### src/rtl/dmem_lsu_pkg.sv
// rtl/dmem_lsu_pkg.sv - shared types and constants for the dmem load/store scheduler
package dmem_lsu_pkg;

  localparam int WORD_LSB  = 3;
  localparam int SB_ADDR_W = 64;
  localparam int SB_DATA_W = 64;

  typedef struct packed {
    logic [SB_ADDR_W-1:0] addr;
    logic [SB_DATA_W-1:0] data;
  } sb_entry_t;

  typedef enum logic {
    NORMAL = 1'b0,
    FENCE  = 1'b1
  } state_t;

  // Aliasing is decided on 8-byte words, so the low address bits are ignored.
  function automatic logic same_word(input logic [SB_ADDR_W-1:0] a,
                                     input logic [SB_ADDR_W-1:0] b);
    return a[SB_ADDR_W-1:WORD_LSB] == b[SB_ADDR_W-1:WORD_LSB];
  endfunction

endpackage

### src/rtl/dmem_lsu_sched_sb_fifo.sv
// rtl/dmem_lsu_sched_sb_fifo.sv - in-order store buffer with parallel word-alias compare
// SB_FWD_EN adds a youngest-matching-entry data output for store-to-load forwarding.
module sb_fifo
  import dmem_lsu_pkg::*;
#(
  parameter int  DEPTH = 4,
  localparam int PTR_W = $clog2(DEPTH),
  localparam int CNT_W = $clog2(DEPTH + 1)
) (
  input  logic                 clk,
  input  logic                 reset,
  input  logic                 push,
  input  sb_entry_t            push_entry,
  input  logic                 pop,
  input  logic [SB_ADDR_W-1:0] cmp_addr,
  output sb_entry_t            head,
  output logic [CNT_W-1:0]     count,
  output logic                 hit
`ifdef SB_FWD_EN
  ,
  output logic [SB_DATA_W-1:0] match_data
`endif
);

  sb_entry_t        r_mem [DEPTH];
  logic [PTR_W-1:0] r_head;
  logic [PTR_W-1:0] r_tail;
  logic [CNT_W-1:0] r_count;
  logic [PTR_W-1:0] w_scan_idx;

  always_ff @(posedge clk or negedge reset) begin
    if (!reset) begin
      r_head  <= '0;
      r_tail  <= '0;
      r_count <= '0;
    end else begin
      if (push) r_tail <= r_tail + 1'b1;
      if (pop)  r_head <= r_head + 1'b1;
      case ({push, pop})
        2'b10:   r_count <= r_count + 1'b1;
        2'b01:   r_count <= r_count - 1'b1;
        default: r_count <= r_count;
      endcase
    end
  end

  // Payload needs no reset: the pointers and count alone define which entries are live.
  always_ff @(posedge clk) begin
    if (push) r_mem[r_tail] <= push_entry;
  end

  assign head  = r_mem[r_head];
  assign count = r_count;

  always_comb begin
    hit        = 1'b0;
    w_scan_idx = '0;
    for (int k = 0; k < DEPTH; k++) begin
      w_scan_idx = r_head + PTR_W'(k);
      if (CNT_W'(k) < r_count && same_word(r_mem[w_scan_idx].addr, cmp_addr)) hit = 1'b1;
    end
  end

`ifdef SB_FWD_EN
  logic [PTR_W-1:0] w_match_idx;
  logic [PTR_W-1:0] w_fwd_scan;

  // Walk oldest to youngest so the last match wins.
  always_comb begin
    w_match_idx = '0;
    w_fwd_scan  = '0;
    for (int k = 0; k < DEPTH; k++) begin
      w_fwd_scan = r_head + PTR_W'(k);
      if (CNT_W'(k) < r_count && same_word(r_mem[w_fwd_scan].addr, cmp_addr))
        w_match_idx = w_fwd_scan;
    end
  end

  assign match_data = r_mem[w_match_idx].data;
`endif

endmodule

### src/rtl/dmem_lsu_sched.sv
// rtl/dmem_lsu_sched.sv - schedules committed stores and speculative loads onto the dmem ports
// Optional store-to-load forwarding under SB_FWD_EN; ADDR_W must not exceed 64.
module dmem_lsu_sched
  import dmem_lsu_pkg::*;
#(
  parameter int SB_DEPTH = 4,
  parameter int TAG_W    = 3,
  parameter int ADDR_W   = 64
) (
  input  logic              clk,
  input  logic              reset,
  input  logic              ld_valid_i,
  output logic              ld_ready_o,
  input  logic [ADDR_W-1:0] ld_addr_i,
  input  logic [TAG_W-1:0]  ld_tag_i,
  output logic              ld_resp_valid_o,
  output logic [63:0]       ld_resp_data_o,
  output logic [TAG_W-1:0]  ld_resp_tag_o,
  input  logic              st_valid_i,
  output logic              st_ready_o,
  input  logic [ADDR_W-1:0] st_addr_i,
  input  logic [63:0]       st_data_i,
  input  logic              flush_i,
  input  logic              fence_i,
  output logic              fence_done_o,
  output logic              sb_empty_o,
  input  logic [63:0]       dmem_readData,
  output logic [ADDR_W-1:0] dmem_addressLoad,
  output logic              dmem_readEn,
  output logic [ADDR_W-1:0] dmem_addressStore,
  output logic [63:0]       dmem_WriteData,
  output logic              dmem_writeEn
);

  localparam int CNT_W = $clog2(SB_DEPTH + 1);

  state_t            r_state;
  state_t            w_state_nxt;
  logic [ADDR_W-1:0] r_ld_addr;
  logic              r_resp_valid;
  logic [TAG_W-1:0]  r_resp_tag;

  sb_entry_t         w_push_entry;
  sb_entry_t         w_head;
  logic [CNT_W-1:0]  w_count;
  logic              w_hit;
  logic              w_push;
  logic              w_pop;
  logic              w_ld_acc;
  logic              w_rd_acc;

  assign w_push_entry.addr = SB_ADDR_W'(st_addr_i);
  assign w_push_entry.data = st_data_i;

  assign st_ready_o = w_count < CNT_W'(SB_DEPTH);
  assign w_push     = st_valid_i && st_ready_o;
  assign w_pop      = w_count != '0;
  assign sb_empty_o = w_count == '0;

`ifdef SB_FWD_EN
  logic [63:0] w_match_data;
  logic        r_resp_fwd;
  logic [63:0] r_fwd_data;
`endif

  sb_fifo #(.DEPTH(SB_DEPTH)) u_sb (
    .clk        (clk),
    .reset      (reset),
    .push       (w_push),
    .push_entry (w_push_entry),
    .pop        (w_pop),
    .cmp_addr   (SB_ADDR_W'(ld_addr_i)),
    .head       (w_head),
    .count      (w_count),
    .hit        (w_hit)
`ifdef SB_FWD_EN
    ,
    .match_data (w_match_data)
`endif
  );

  assign dmem_writeEn      = w_pop;
  assign dmem_addressStore = w_pop ? ADDR_W'(w_head.addr) : '0;
  assign dmem_WriteData    = w_pop ? w_head.data : '0;

`ifdef SB_FWD_EN
  assign ld_ready_o = (r_state == NORMAL);
`else
  // A hit includes the head being drained this cycle, so the load retries after the pop.
  assign ld_ready_o = (r_state == NORMAL) && !w_hit;
`endif

  assign w_ld_acc         = ld_valid_i && ld_ready_o;
  assign w_rd_acc         = w_ld_acc && !w_hit;
  assign dmem_readEn      = w_rd_acc;
  assign dmem_addressLoad = w_rd_acc ? ld_addr_i : r_ld_addr;

  always_ff @(posedge clk or negedge reset) begin
    if (!reset) begin
      r_state      <= NORMAL;
      r_ld_addr    <= '0;
      r_resp_valid <= 1'b0;
      r_resp_tag   <= '0;
    end else begin
      r_state      <= w_state_nxt;
      r_resp_valid <= w_ld_acc && !flush_i;
      if (w_ld_acc) r_resp_tag <= ld_tag_i;
      if (w_rd_acc) r_ld_addr  <= ld_addr_i;
    end
  end

`ifdef SB_FWD_EN
  always_ff @(posedge clk or negedge reset) begin
    if (!reset) begin
      r_resp_fwd <= 1'b0;
      r_fwd_data <= '0;
    end else begin
      r_resp_fwd <= w_ld_acc && w_hit;
      if (w_ld_acc && w_hit) r_fwd_data <= w_match_data;
    end
  end

  assign ld_resp_data_o = !r_resp_valid ? '0 : (r_resp_fwd ? r_fwd_data : dmem_readData);
`else
  assign ld_resp_data_o = r_resp_valid ? dmem_readData : '0;
`endif

  assign ld_resp_valid_o = r_resp_valid;
  assign ld_resp_tag_o   = r_resp_tag;

  always_comb begin
    w_state_nxt  = r_state;
    fence_done_o = 1'b0;
    case (r_state)
      NORMAL: if (fence_i) w_state_nxt = FENCE;
      FENCE: begin
        if (w_count == '0 && !w_push) begin
          w_state_nxt  = NORMAL;
          fence_done_o = 1'b1;
        end
      end
      default: w_state_nxt = NORMAL;
    endcase
  end

endmodule
### config.mk
export PLATFORM = sky130hd
export DESIGN_NAME = dmem_lsu_sched
export DESIGN_NICKNAME = d
export VERILOG_FILES = /design/src/rtl/dmem_lsu_pkg.sv /design/src/rtl/dmem_lsu_sched_sb_fifo.sv /design/src/rtl/dmem_lsu_sched.sv
export SDC_FILE = /design/constraint.sdc
export NUM_CORES = 1
export LEC_CHECK = 0
export CAP_MARGIN = 20
export CORE_AREA = 2 2 250 252
export DETAILED_ROUTE_END_ITERATION = 7
export DIE_AREA = 0 0 252 254
export PLACE_DENSITY = 0.78
export SETUP_SLACK_MARGIN = 0.4
export SYNTH_ARGS = -nofsm -noshare
export SYNTH_HDL_FRONTEND = slang
export SYNTH_SLANG_ARGS = --single-unit
### constraint.sdc
create_clock -name clk -period 18.7 [get_ports clk]
set_input_delay 5.61 -clock clk [delete_from_list [all_inputs] [get_ports clk]]
set_output_delay 5.61 -clock clk [all_outputs]
set_load 0.1 [all_outputs]
; Word-level counts from Yosys, hierarchy flattened
; Memory sizes are Yosys's and may differ from the RTL's.
; Cells that the tools add are included.
[word_totals]
reg_bits = 76
mem_bits_rw = 512
inputBits = 265
output_inout_bits = 266
word_cells = 58
n_memories = 1
[op_classes]
n_addsub = 6
n_lt_le_gt_ge = 5
eq_ne = 6
mux = 16
bitwise_logic = 1
n_reduce_logical = 16
[mem_list]
columns = memory, depth, width, rd, rd_clocked_by_memory_dff, wr, line
row1 = u_sb.r_mem, 4, 128, 4, 0, 1, dmem_lsu_sched_sb_fifo.sv:25  ; sb_entry_t r_mem [DEPTH];
[op_table]
columns = cell, n
row1 = 64-bit 2-to-1 mux, 4
row2 = 61-bit equality test, 4
row3 = 1-bit logical AND, 10
row4 = 1-bit 2-to-1 mux, 10
row5 = "1-bit by 3-bit < comparator with 1-bit output, first input constant", 2
row6 = "2-bit by 3-bit < comparator with 1-bit output, first input constant", 2
row7 = 3-bit one-hot mux with 2 select lines, 1
row8 = "2-bit by 1-bit adder with 2-bit output, second input constant", 2
row9 = "2-bit adder, second input constant", 2
row10 = "3-bit by 1-bit adder with 3-bit output, second input constant", 1
row11 = 1-bit logical NOT, 3
row12 = 3-bit logical NOT, 1
row13 = "3-bit < comparator, second input constant", 1
row14 = 3-bit nonzero test, 1
row15 = "3-bit by 1-bit subtractor with 3-bit output, second input constant", 1
row16 = "2-bit by 1-bit equality test with 1-bit output, second input constant", 1
row17 = "2-bit equality test, second input constant", 1
row18 = 1-bit one-hot mux with 2 select lines, 1
row19 = 2-bit nonzero test, 1
row20 = 1-bit inverter, 1

; Depth between registers and ports, before layout
; Gate-level depths: netlist of the first run.
; An unclocked memory read counts as a cell.
[depth]
ltp_word = 12
depth_mapped = 17
mapped_depth_nobuf = 10

; Hierarchy
; From an unflattened synthesis of the first run, not the netlist that was laid out.
[unflattened]
hier_cells = 2048
area_unflattened_um2 = 30454.2
[modules_own_cells]
columns = mod, n_inst, cells_each, area_per_inst_um2, seq_area_each_um2
row1 = sb_fifo, 1, 1681, 26583.0, 15549.9
row2 = dmem_lsu_sched, 1, 367, 3871.2, 1726.7

; Least setup slack after synthesis of the first run
; No wires, ideal clock.
[synth_path]
kind = input to output
from = input ld_addr_i[27]
to = output dmem_addressLoad[54]
arrival_ns = 8.535
required_time_ns = 13.090
slack_ns = 4.555
path_stages = 12
n_path_buf = 3
path_cell_list = clkbuf_1 -> inv_1 -> a221o_1 -> a311o_1 -> or4_1 -> a2111oi_0 -> and4b_1 -> a31o_2 -> nor2_2 -> buf_6 -> buf_6 -> mux2_4
[synth_between]
elab_chain_len = 11
elab_cells_between_ends = 17
classes_between = eq/ne: 4 / mux: 5 / reduce/logical: 8
[synth_lines]
columns = item, line
row1 = "start, declared", dmem_lsu_sched.sv:14  ; input logic [ADDR_W-1:0] ld_addr_i,
row2 = 61-bit equality test, dmem_lsu_pkg.sv:21  ; return a[SB_ADDR_W-1:WORD_LSB] == b[SB_ADDR_W-1:WORD_LSB];
row3 = 1-bit logical AND, dmem_lsu_sched_sb_fifo.sv:60  ; if (CNT_W'(k) < r_count && same_word(r_mem[w_scan_idx].addr, cmp_addr)) hit = 1'b1;
row4 = 1-bit 2-to-1 mux (3 in a row), dmem_lsu_sched_sb_fifo.sv:60
row5 = 1-bit 2-to-1 mux (*), dmem_lsu_sched_sb_fifo.sv:60
row6 = 1-bit logical NOT (*), "dmem_lsu_sched.sv:90, dmem_lsu_sched.sv:94"
row7 = 1-bit logical AND, dmem_lsu_sched.sv:90  ; assign ld_ready_o = (r_state == NORMAL) && !w_hit;
row8 = 1-bit logical AND, dmem_lsu_sched.sv:93  ; assign w_ld_acc = ld_valid_i && ld_ready_o;
row9 = 1-bit logical AND (*), dmem_lsu_sched.sv:94  ; assign w_rd_acc = w_ld_acc && !w_hit;
row10 = named net dmem_readEn, dmem_lsu_sched.sv:29  ; output logic dmem_readEn,
row11 = 64-bit 2-to-1 mux (*), -
row12 = "end, declared", dmem_lsu_sched.sv:28  ; output logic [ADDR_W-1:0] dmem_addressLoad,
; Mark *: on every way through the listed nets, which the timed path passes. The rest lies on a longest branch.

; Worst setup path after layout of the first run
[layout_path]
from = input ld_addr_i[24]
to = output dmem_addressLoad[21]
[layout_between]
elab_chain_len = 11
elab_cells_between_ends = 17
classes_between = eq/ne: 4 / mux: 5 / reduce/logical: 8
[layout_lines]
columns = item, line
row1 = 61-bit equality test, dmem_lsu_pkg.sv:21
row2 = 1-bit logical AND, dmem_lsu_sched_sb_fifo.sv:60
row3 = 1-bit 2-to-1 mux (3 in a row), dmem_lsu_sched_sb_fifo.sv:60
row4 = 1-bit 2-to-1 mux (*), dmem_lsu_sched_sb_fifo.sv:60
row5 = 1-bit logical NOT (*), "dmem_lsu_sched.sv:90, dmem_lsu_sched.sv:94"
row6 = 1-bit logical AND, dmem_lsu_sched.sv:90
row7 = 1-bit logical AND, dmem_lsu_sched.sv:93
row8 = 1-bit logical AND (*), dmem_lsu_sched.sv:94
row9 = 64-bit 2-to-1 mux (*), -
; Mark *: on every way between the ends. The rest lies on a longest branch, timed or not.

==> results.tsv, run 1 <==
stage	metric	value	unit
run_status	outcome	completed	
yosys	post-synthesis mux area share	0.207	
grt	first-pass GRT wire length	165000	µm
clock_network	Root Driver	clkbuf_16	
timing	Finish-stage setup viols	0	
floorplanning	Initial Util	0.494	
placed_design	Port Buffers	530	
floorplanning	Core Rows	91	
yosys	complex-gate fraction of the synthesized area	0.0613	
routing	M1 WL	45600	µm
routing	Detail Route Antenna Nets	0	
yosys	EDFF count, synth	512	
yosys	Synth cell types	69	
clock_network	Hold Buf Count CTS	0	
timing	setup TNS	0	ns
layout	nets@finish	2865	
yosys	Yosys top cell area share	0.508	
critical_path	CP startpoint	ld_addr_i[24]	
placed_design	post-detail-place hpwl	88300	µm
yosys	Synth Instances	2116	
critical_path	crit path cell chain	clkdlybuf4s50_1 -> inv_1 -> a222oi_1 -> and3_1 -> o22ai_1 -> nor4_1 -> nand4_1 -> o311ai_2 -> nor2_4 -> buf_4 -> mux2_2 -> clkdlybuf4s50_1	
min_path	type of the tightest min-delay check	flip-flop to flip-flop	
yosys	Post-Synth Simple-Gate Area	0.0761	
yosys	Syn Nets	2391	
yosys	Post-synth ARST share	0.129	
timing	highest clock rate	59.1	MHz
timing	max-slew violations	0	
timing	min Tclk post-route	16.93	ns
critical_path	Crit path top cell by count	clkdlybuf4s50_1	
timing	Least-Margin Pin Slew	1.21	ns
routing	WL met2	55100	µm
placed_design	GPL Wtd Cong	1.07	
yosys	register area share after synthesis	0.571	
clock_network	H-Tree Depth	3	
critical_path	CP Capture Type	output port	
critical_path	capture point of the worst reg-to-reg path	r_ld_addr[21]	
routing	Via density	6.32	
critical_path	CP startpoint kind	input pin	
yosys	synthesized flop and latch total	588	
grt	grt total ovfl	0	
timing	Fin. Hold Viols	0	
clock_network	clk slew on worst S/H paths	0.05	ns
clock_network	Clock Sinks	588	
clock_network	post-cts resize count	0	
yosys	Netlist Area Pre-Place	0.0303	mm²
critical_path	Critical Path End	dmem_addressLoad[21]	
layout	Synth-to-Final Area Change	26.6	%
yosys	commonest cells in the netlist	edfxtp_1 (512), mux2i_1 (276), xnor2_1 (144)	
routing	Post-Route WL	120000	µm
clock_network	CTS Buf Count	66	
yosys	Primary FF master, synth	edfxtp_1	
critical_path	crit path kind	input pin to output port	
timing	fin crit share	0.905	
critical_path	setup slack, reg-to-reg	12.37	ns
yosys	most common cell in the netlist	edfxtp_1	
grt	pin count of the biggest net entering global routing	132	
timing	Rel. slew slack	0.191	
yosys	YS warnings	0	
flow_run	max_cap viols	0	
floorplanning	Die Ht	254	µm
routing	# DRC	0	
clock_network	CTS tree	yes	
timing	Clock Skew	0.0299	ns
grt	GRT Total Usage	0.370	
yosys	ranking of synthesized cells by area	edfxtp_1 (51%), mux2i_1 (9.1%), mux4_2 (8.0%), dfrtp_1 (6.3%), xnor2_1 (4.2%)	
clock_network	worst skew pair latency	0.62	ns
clock_network	buffers inserted by post-CTS timing repair	0	
timing	Final WS setup	1.77	ns
floorplanning	core area	0.0613	mm²
yosys	Adder-Cell Fraction of Synth Area	0.00413	
routing	met3 WL	11100	µm
placed_design	worst slack, placed	2.20	ns
critical_path	Worst EP arrival	11.32	ns
routing	Top Layer Used	met5	
routing	via count	21679	
floorplanning	Die X	252	µm
critical_path	worst stage delay on the critical path	1.15	ns
critical_path	Slowest cell on crit path	clkdlybuf4s50_1	
yosys	leading area contributor after synthesis	edfxtp_1	
critical_path	CP required	13.09	ns
routing	WL/cell	34.9	µm
grt	vias in the first global route	21925	
routing	First-pass DRT Iterations	5	
grt	initial antenna violation count	11	
floorplanning	die area	0.0640	mm²
yosys	xor and xnor area share after synthesis	0.0515	
critical_path	reg2reg start	u_sb.r_head[1]	
clock_network	CTS max path bufs	3	
yosys	Avg Cell Area, Syn	14.3	µm²
routing	1st-iter DRT viols	2549	
layout	layout cells sized above 1	0.132	
critical_path	Worst Path Max Fanout	63	
critical_path	Register-to-Register Path Depth	12	
yosys	largest family of logic cells by synthesized area	multiplexers	
floorplanning	io pins	531	
timing	RSZ-0062 raised after global routing	false	
[per-stage QoR]
stage | utilization | std cells | hold WS [ns] | cell area (µm²)
2_1_floorplan | - | 2116 | 0.466 | 30300
3_3_place_gp | 0.590 | 3311 | 0.482 | 36100
3_5_place_dp | 0.590 | 3312 | 0.479 | 36100
4_1_cts | 0.625 | 3427 | 0.491 | 38300
5_1_grt | 0.626 | 3431 | 0.498 | 38300
6_report | 0.626 | 3432 | 0.491 | 38300
[layout by cell type (no fill, tap or decap), types with 12 or more instances in the layout]
cell type,synthesis,routed
nand4_1,22,22
buf_4,19,35
a21oi_1,32,32
clkbuf_16,0,67
dfrtp_1,76,74
o2bb2ai_1,12,12
clkdlybuf4s50_1,0,529
o22ai_1,32,32
and2_1,104,100
nor4_1,18,18
xnor2_1,144,144
nor2_1,57,57
edfxtp_1,512,512
a211oi_1,19,19
inv_1,25,25
mux2_4,19,19
xor2_1,34,34
o21ai_0,41,41
and3_1,13,13
a221oi_1,16,16
nand2_1,76,76
mux2_2,73,73
mux4_2,107,107
clkbuf_1,78,12
nor3_1,18,18
nor2b_1,79,79
mux2i_1,276,276
a2111oi_0,17,16
[critical path: cells and delay by family]
kind	cells	cell delay, ns
AO/OA/AOI/OAI	3	1.41
buffers and inverters	4	2.94
multiplexers	1	0.38
AND/OR/NAND/NOR	4	0.88
[flip-flops by register name (all words and copies together) (netlist names)]
register	flops
u_sb.count	3
u_sb.r_mem	512
u_sb.r_head	2
ld_resp_tag_o	3
ld_resp_valid_o	1
r_ld_addr	64
r_state	1
u_sb.r_tail	2
[area by class of cell]
type / instances / area [µm²]
fill: 4515 / 22900
sequential: 588 / 17300
multi-input combinational: 1339 / 12100
timing repair buffer: 567 / 5620
clock buffer: 83 / 1780
tap: 790 / 988
clock inverter: 32 / 399
inverter: 28 / 109
antenna: 5 / 12.5
[routing by layer]
metal / up-vias / track usage
li1: 9103 / -
met1: 10987 / 0.466
met2: 1278 / 0.583
met3: 303 / 0.0909
met4: 8 / 0.217
met5: - / 0
[worst min path at each step]
stage	cells after the start	startpoint	slack [ns]	end
6_report	1	r_ld_addr[49]	0.49	r_ld_addr[49]
5_1_grt	1	r_ld_addr[45]	0.50	r_ld_addr[45]
4_1_cts	1	r_ld_addr[45]	0.49	r_ld_addr[45]
3_5_place_dp	1	r_ld_addr[45]	0.48	r_ld_addr[45]
3_3_place_gp	1	r_ld_addr[37]	0.48	r_ld_addr[37]
2_1_floorplan	1	r_state	0.47	r_state
[logic make-up (layout without fill, tap and decap cells)]
group	Yosys count	in the layout
simple gates	421	421
compound gates	255	255
mux	475	475
buf+inv	189	710
flops	588	588
xor+xnor	178	178
fa+ha+maj	10	10
other cells	0	5
Power of run 1 is not shown: default switching activity piles up to over one toggle a cycle in this logic, so the estimate is an artifact.
==> run 2: changes to the inputs <==
ABC_AREA = 1   (was unset)
CORE_AREA = 2 2 255 257   (was 2 2 250 252)
DIE_AREA = 0 0 257 259   (was 0 0 252 254)
PLACE_DENSITY = 0.77   (was 0.78)
==> run 2 against run 1 <==
Via count grew 39%. Die area grew 4.0%. Critical endpoint is now dmem_addressLoad[60]. Worst hold slack lost 0.023 ns. First-iteration DRC count grew 56%. Global-route usage shrank 2.9 points. Register-to-register slack gained 0.32 ns. Non-clock buffer count shrank 12. Synthesized cell count grew 88%. Maximum frequency grew 6.9%.
==> results.tsv, run 2 <==
stage	metric	value	unit	change
layout	layout cells sized above 1	0.0306		-0.102
run_status	outcome	completed		
floorplanning	die area	0.0666	mm²	+4.0%
timing	Least-Margin Pin Slew	1.11	ns	-0.104 ns
critical_path	Register-to-Register Path Depth	19		+7
routing	Detail Route Antenna Nets	0		unchanged
yosys	leading area contributor after synthesis	edfxtp_1		
layout	most frequent cells in the layout	nand2_1 (1806), nand3_1 (662), clkdlybuf4s50_1 (528), edfxtp_1 (512), inv_1 (224)		
clock_network	Hold Buf Count CTS	0		unchanged
floorplanning	Die X	257	µm	+2.0%
clock_network	CTS Buf Count	60		-9.1%
timing	max-slew violations	0		unchanged
grt	grt total ovfl	0		unchanged
layout	Multi-input gate area	0.0127	mm²	+4.3%
layout	biggest regs	u_sb.r_mem x512, r_ld_addr x64		
critical_path	Worst EP arrival	10.23	ns	-1.09 ns
grt	initial antenna violation count	15		+4
clock_network	Root Driver	clkbuf_16		
critical_path	setup slack, reg-to-reg	12.69	ns	+0.32 ns
routing	Via density	5.67		-10%
yosys	commonest cells in the netlist	nand2_1 (1808), nand3_1 (662), edfxtp_1 (512)		
timing	fin crit share	0.847		-0.0583
timing	min Tclk post-route	15.84	ns	-1.09 ns
critical_path	reg2reg start	u_sb.r_head[1]		
placed_design	Port Buffers	530		unchanged
clock_network	H-Tree Depth	2		-1
timing	Clock Skew	0.0385	ns	+0.00862 ns
grt	vias in the first global route	27168		+24%
layout	nets@finish	4664		+63%
timing	setup TNS	0	ns	unchanged
critical_path	capture point of the worst reg-to-reg path	r_ld_addr[60]		
yosys	Primary FF master, synth	edfxtp_1		
timing	highest clock rate	63.1	MHz	+6.9%
placed_design	GPL Wtd Cong	1.09		+2.6%
yosys	Post-synth ARST share	0.129		unchanged
clock_network	clk slew on worst S/H paths	0.06	ns	about the same
routing	Post-Route WL	116000	µm	-2.8%
flow_run	max_cap viols	0		unchanged
floorplanning	Die Ht	259	µm	+2.0%
routing	WL/cell	22.0	µm	-37%
yosys	Avg Cell Area, Syn	7.96	µm²	-44%
yosys	most common cell in the netlist	nand2_1		
critical_path	CP startpoint kind	input pin		
critical_path	crit path kind	input pin to output port		
layout	max reg flops	512		unchanged
grt	first-pass GRT wire length	170000	µm	+3.0%
yosys	Synth cell types	26		-62%
clock_network	CTS tree	yes		
layout	final instance area	0.0394	mm²	+2.9%
floorplanning	io pins	531		unchanged
clock_network	Clock Sinks	588		unchanged
routing	1st-iter DRT viols	3980		+56%
yosys	EDFF count, synth	512		unchanged
timing	Fin. Hold Viols	0		unchanged
yosys	Yosys top cell area share	0.485		-0.0228
placed_design	placed cell area	0.0374	mm²	+3.6%
grt	pin count of the biggest net entering global routing	129		-2.3%
min_path	hold depth	2		+1
timing	RSZ-0062 raised after global routing	false		
grt	GRT Total Usage	0.340		-0.0293
layout	Top reg by flops	u_sb.r_mem		
min_path	Hold Path End	r_ld_addr[55]		
floorplanning	Core Rows	93		+2.2%
timing	Rel. slew slack	0.261		+0.0696
yosys	Synth Instances	3982		+88%
timing	Finish-stage setup viols	0		unchanged
routing	First-pass DRT Iterations	7		+2
layout	most common cell after layout, fill and taps aside	nand2_1		
yosys	Netlist Area Pre-Place	0.0317	mm²	+4.7%
clock_network	worst skew pair latency	0.66	ns	+0.04 ns
yosys	ranking of synthesized cells by area	edfxtp_1 (49%), nand2_1 (21%), nand3_1 (10%), dfrtp_1 (6.0%), inv_1 (2.7%)		
routing	via count	30105		+39%
clock_network	CTS max path bufs	3		unchanged
placed_design	post-detail-place hpwl	81300	µm	-8.0%
floorplanning	Initial Util	0.496		+0.00197
critical_path	Worst Path Max Fanout	46		-27%
min_path	type of the tightest min-delay check	flip-flop to flip-flop		
critical_path	CP Capture Type	output port		
floorplanning	core area	0.0639	mm²	+4.3%
clock_network	buffers inserted by post-CTS timing repair	0		unchanged
layout	Synth-to-Final Area Change	24.5	%	
layout	fill count	5448		+21%
yosys	YS warnings	0		unchanged
min_path	beginning of the worst hold path	r_ld_addr[55]		
critical_path	CP required	13.09	ns	about the same
yosys	register area share after synthesis	0.545		-0.0256
routing	# DRC	0		unchanged
clock_network	post-cts resize count	0		unchanged
layout	Seq. cell area	0.0173	mm²	about the same
yosys	Syn Nets	4257		+78%
yosys	synthesized flop and latch total	588		unchanged
[run 2: cell types whose count changed in the layout (fill, tap and decap cells not counted), moves of 32 or more]
| cell | delta |
|---|---|
| nand3_1 | +653 |
| inv_1 | +199 |
| and2_1 | -100 |
| xnor2_1 | -142 |
| mux4_2 | -107 |
| mux2_2 | -73 |
| nor2b_1 | -79 |
| o22ai_1 | -32 |
| nand2_1 | +1730 |
| a31oi_1 | +64 |
| a22oi_1 | +57 |
| mux2i_1 | -276 |
| nor2_1 | +165 |
[run 2: worst max path at each step]
stage | start | cells past startpoint | end
finish | ld_addr_i[29] | 16 | dmem_addressLoad[60]
global placement | ld_addr_i[29] | 16 | dmem_addressLoad[60]
detailed placement | ld_addr_i[29] | 16 | dmem_addressLoad[60]
global route | ld_addr_i[29] | 16 | dmem_addressLoad[60]
CTS | ld_addr_i[29] | 16 | dmem_addressLoad[60]
floorplan | ld_addr_i[38] | 14 | dmem_addressLoad[54]
[run 2: cells by family after synthesis]
kind of cell,synth area share
simple gates,0.347
fa+ha+maj,0.00395
buf+inv,0.0570
compound gates,0.0457
flops,0.545
xor+xnor,0.00166
[run 2: layout make-up]
cell class / instances / area share
sequential: 588 / 0.438
timing repair buffer: 555 / 0.140
tap: 855 / 0.0271
clock buffer: 66 / 0.0392
inverter: 229 / 0.0221
clock inverter: 46 / 0.0113
multi-input combinational: 2955 / 0.321
antenna: 12 / 0.000761
[run 2: per-layer routing]
| metal | vias to the layer above | wire length, µm | part of all wire | global-route usage |
|---|---|---|---|---|
| li1 | 14024 | - | - | - |
| met1 | 14014 | 43900 | 0.38 | 0.434 |
| met2 | 1787 | 53100 | 0.46 | 0.542 |
| met3 | 276 | 13200 | 0.11 | 0.0853 |
| met4 | 4 | 6190 | 0.053 | 0.171 |
| met5 | - | 31 | 0.00027 | 0 |
[run 2: metrics by stage]
| step | hold WS (ns) | setup WS [ns] | utilization | instances |
|---|---|---|---|---|
| 3_3_place_gp | 0.451 | 2.95 | 0.586 | 5182 |
| 2_1_floorplan | 0.496 | 5.31 | - | 3982 |
| 5_1_grt | 0.486 | 2.77 | 0.617 | 5303 |
| 6_report | 0.468 | 2.86 | 0.618 | 5306 |
| 3_5_place_dp | 0.456 | 2.97 | 0.586 | 5182 |
| 4_1_cts | 0.470 | 2.95 | 0.617 | 5294 |
[run 2: worst max-delay path, cell delays in order]
cell and delay [ns]:
clkdlybuf4s50_1 0.72, inv_1 0.27, nand3_1 0.10, nand2_1 0.19
a21oi_1 0.06, nand2_1 0.16, nor2_1 0.07, nand2_1 0.11
nor2_1 0.06, nand2_1 0.08, nand3_1 0.12, nor2_4 0.52
buf_4 0.53, nand3_1 0.28, nand2_1 0.17, clkdlybuf4s50_1 1.14
Power of run 2 is left out for the same reason.
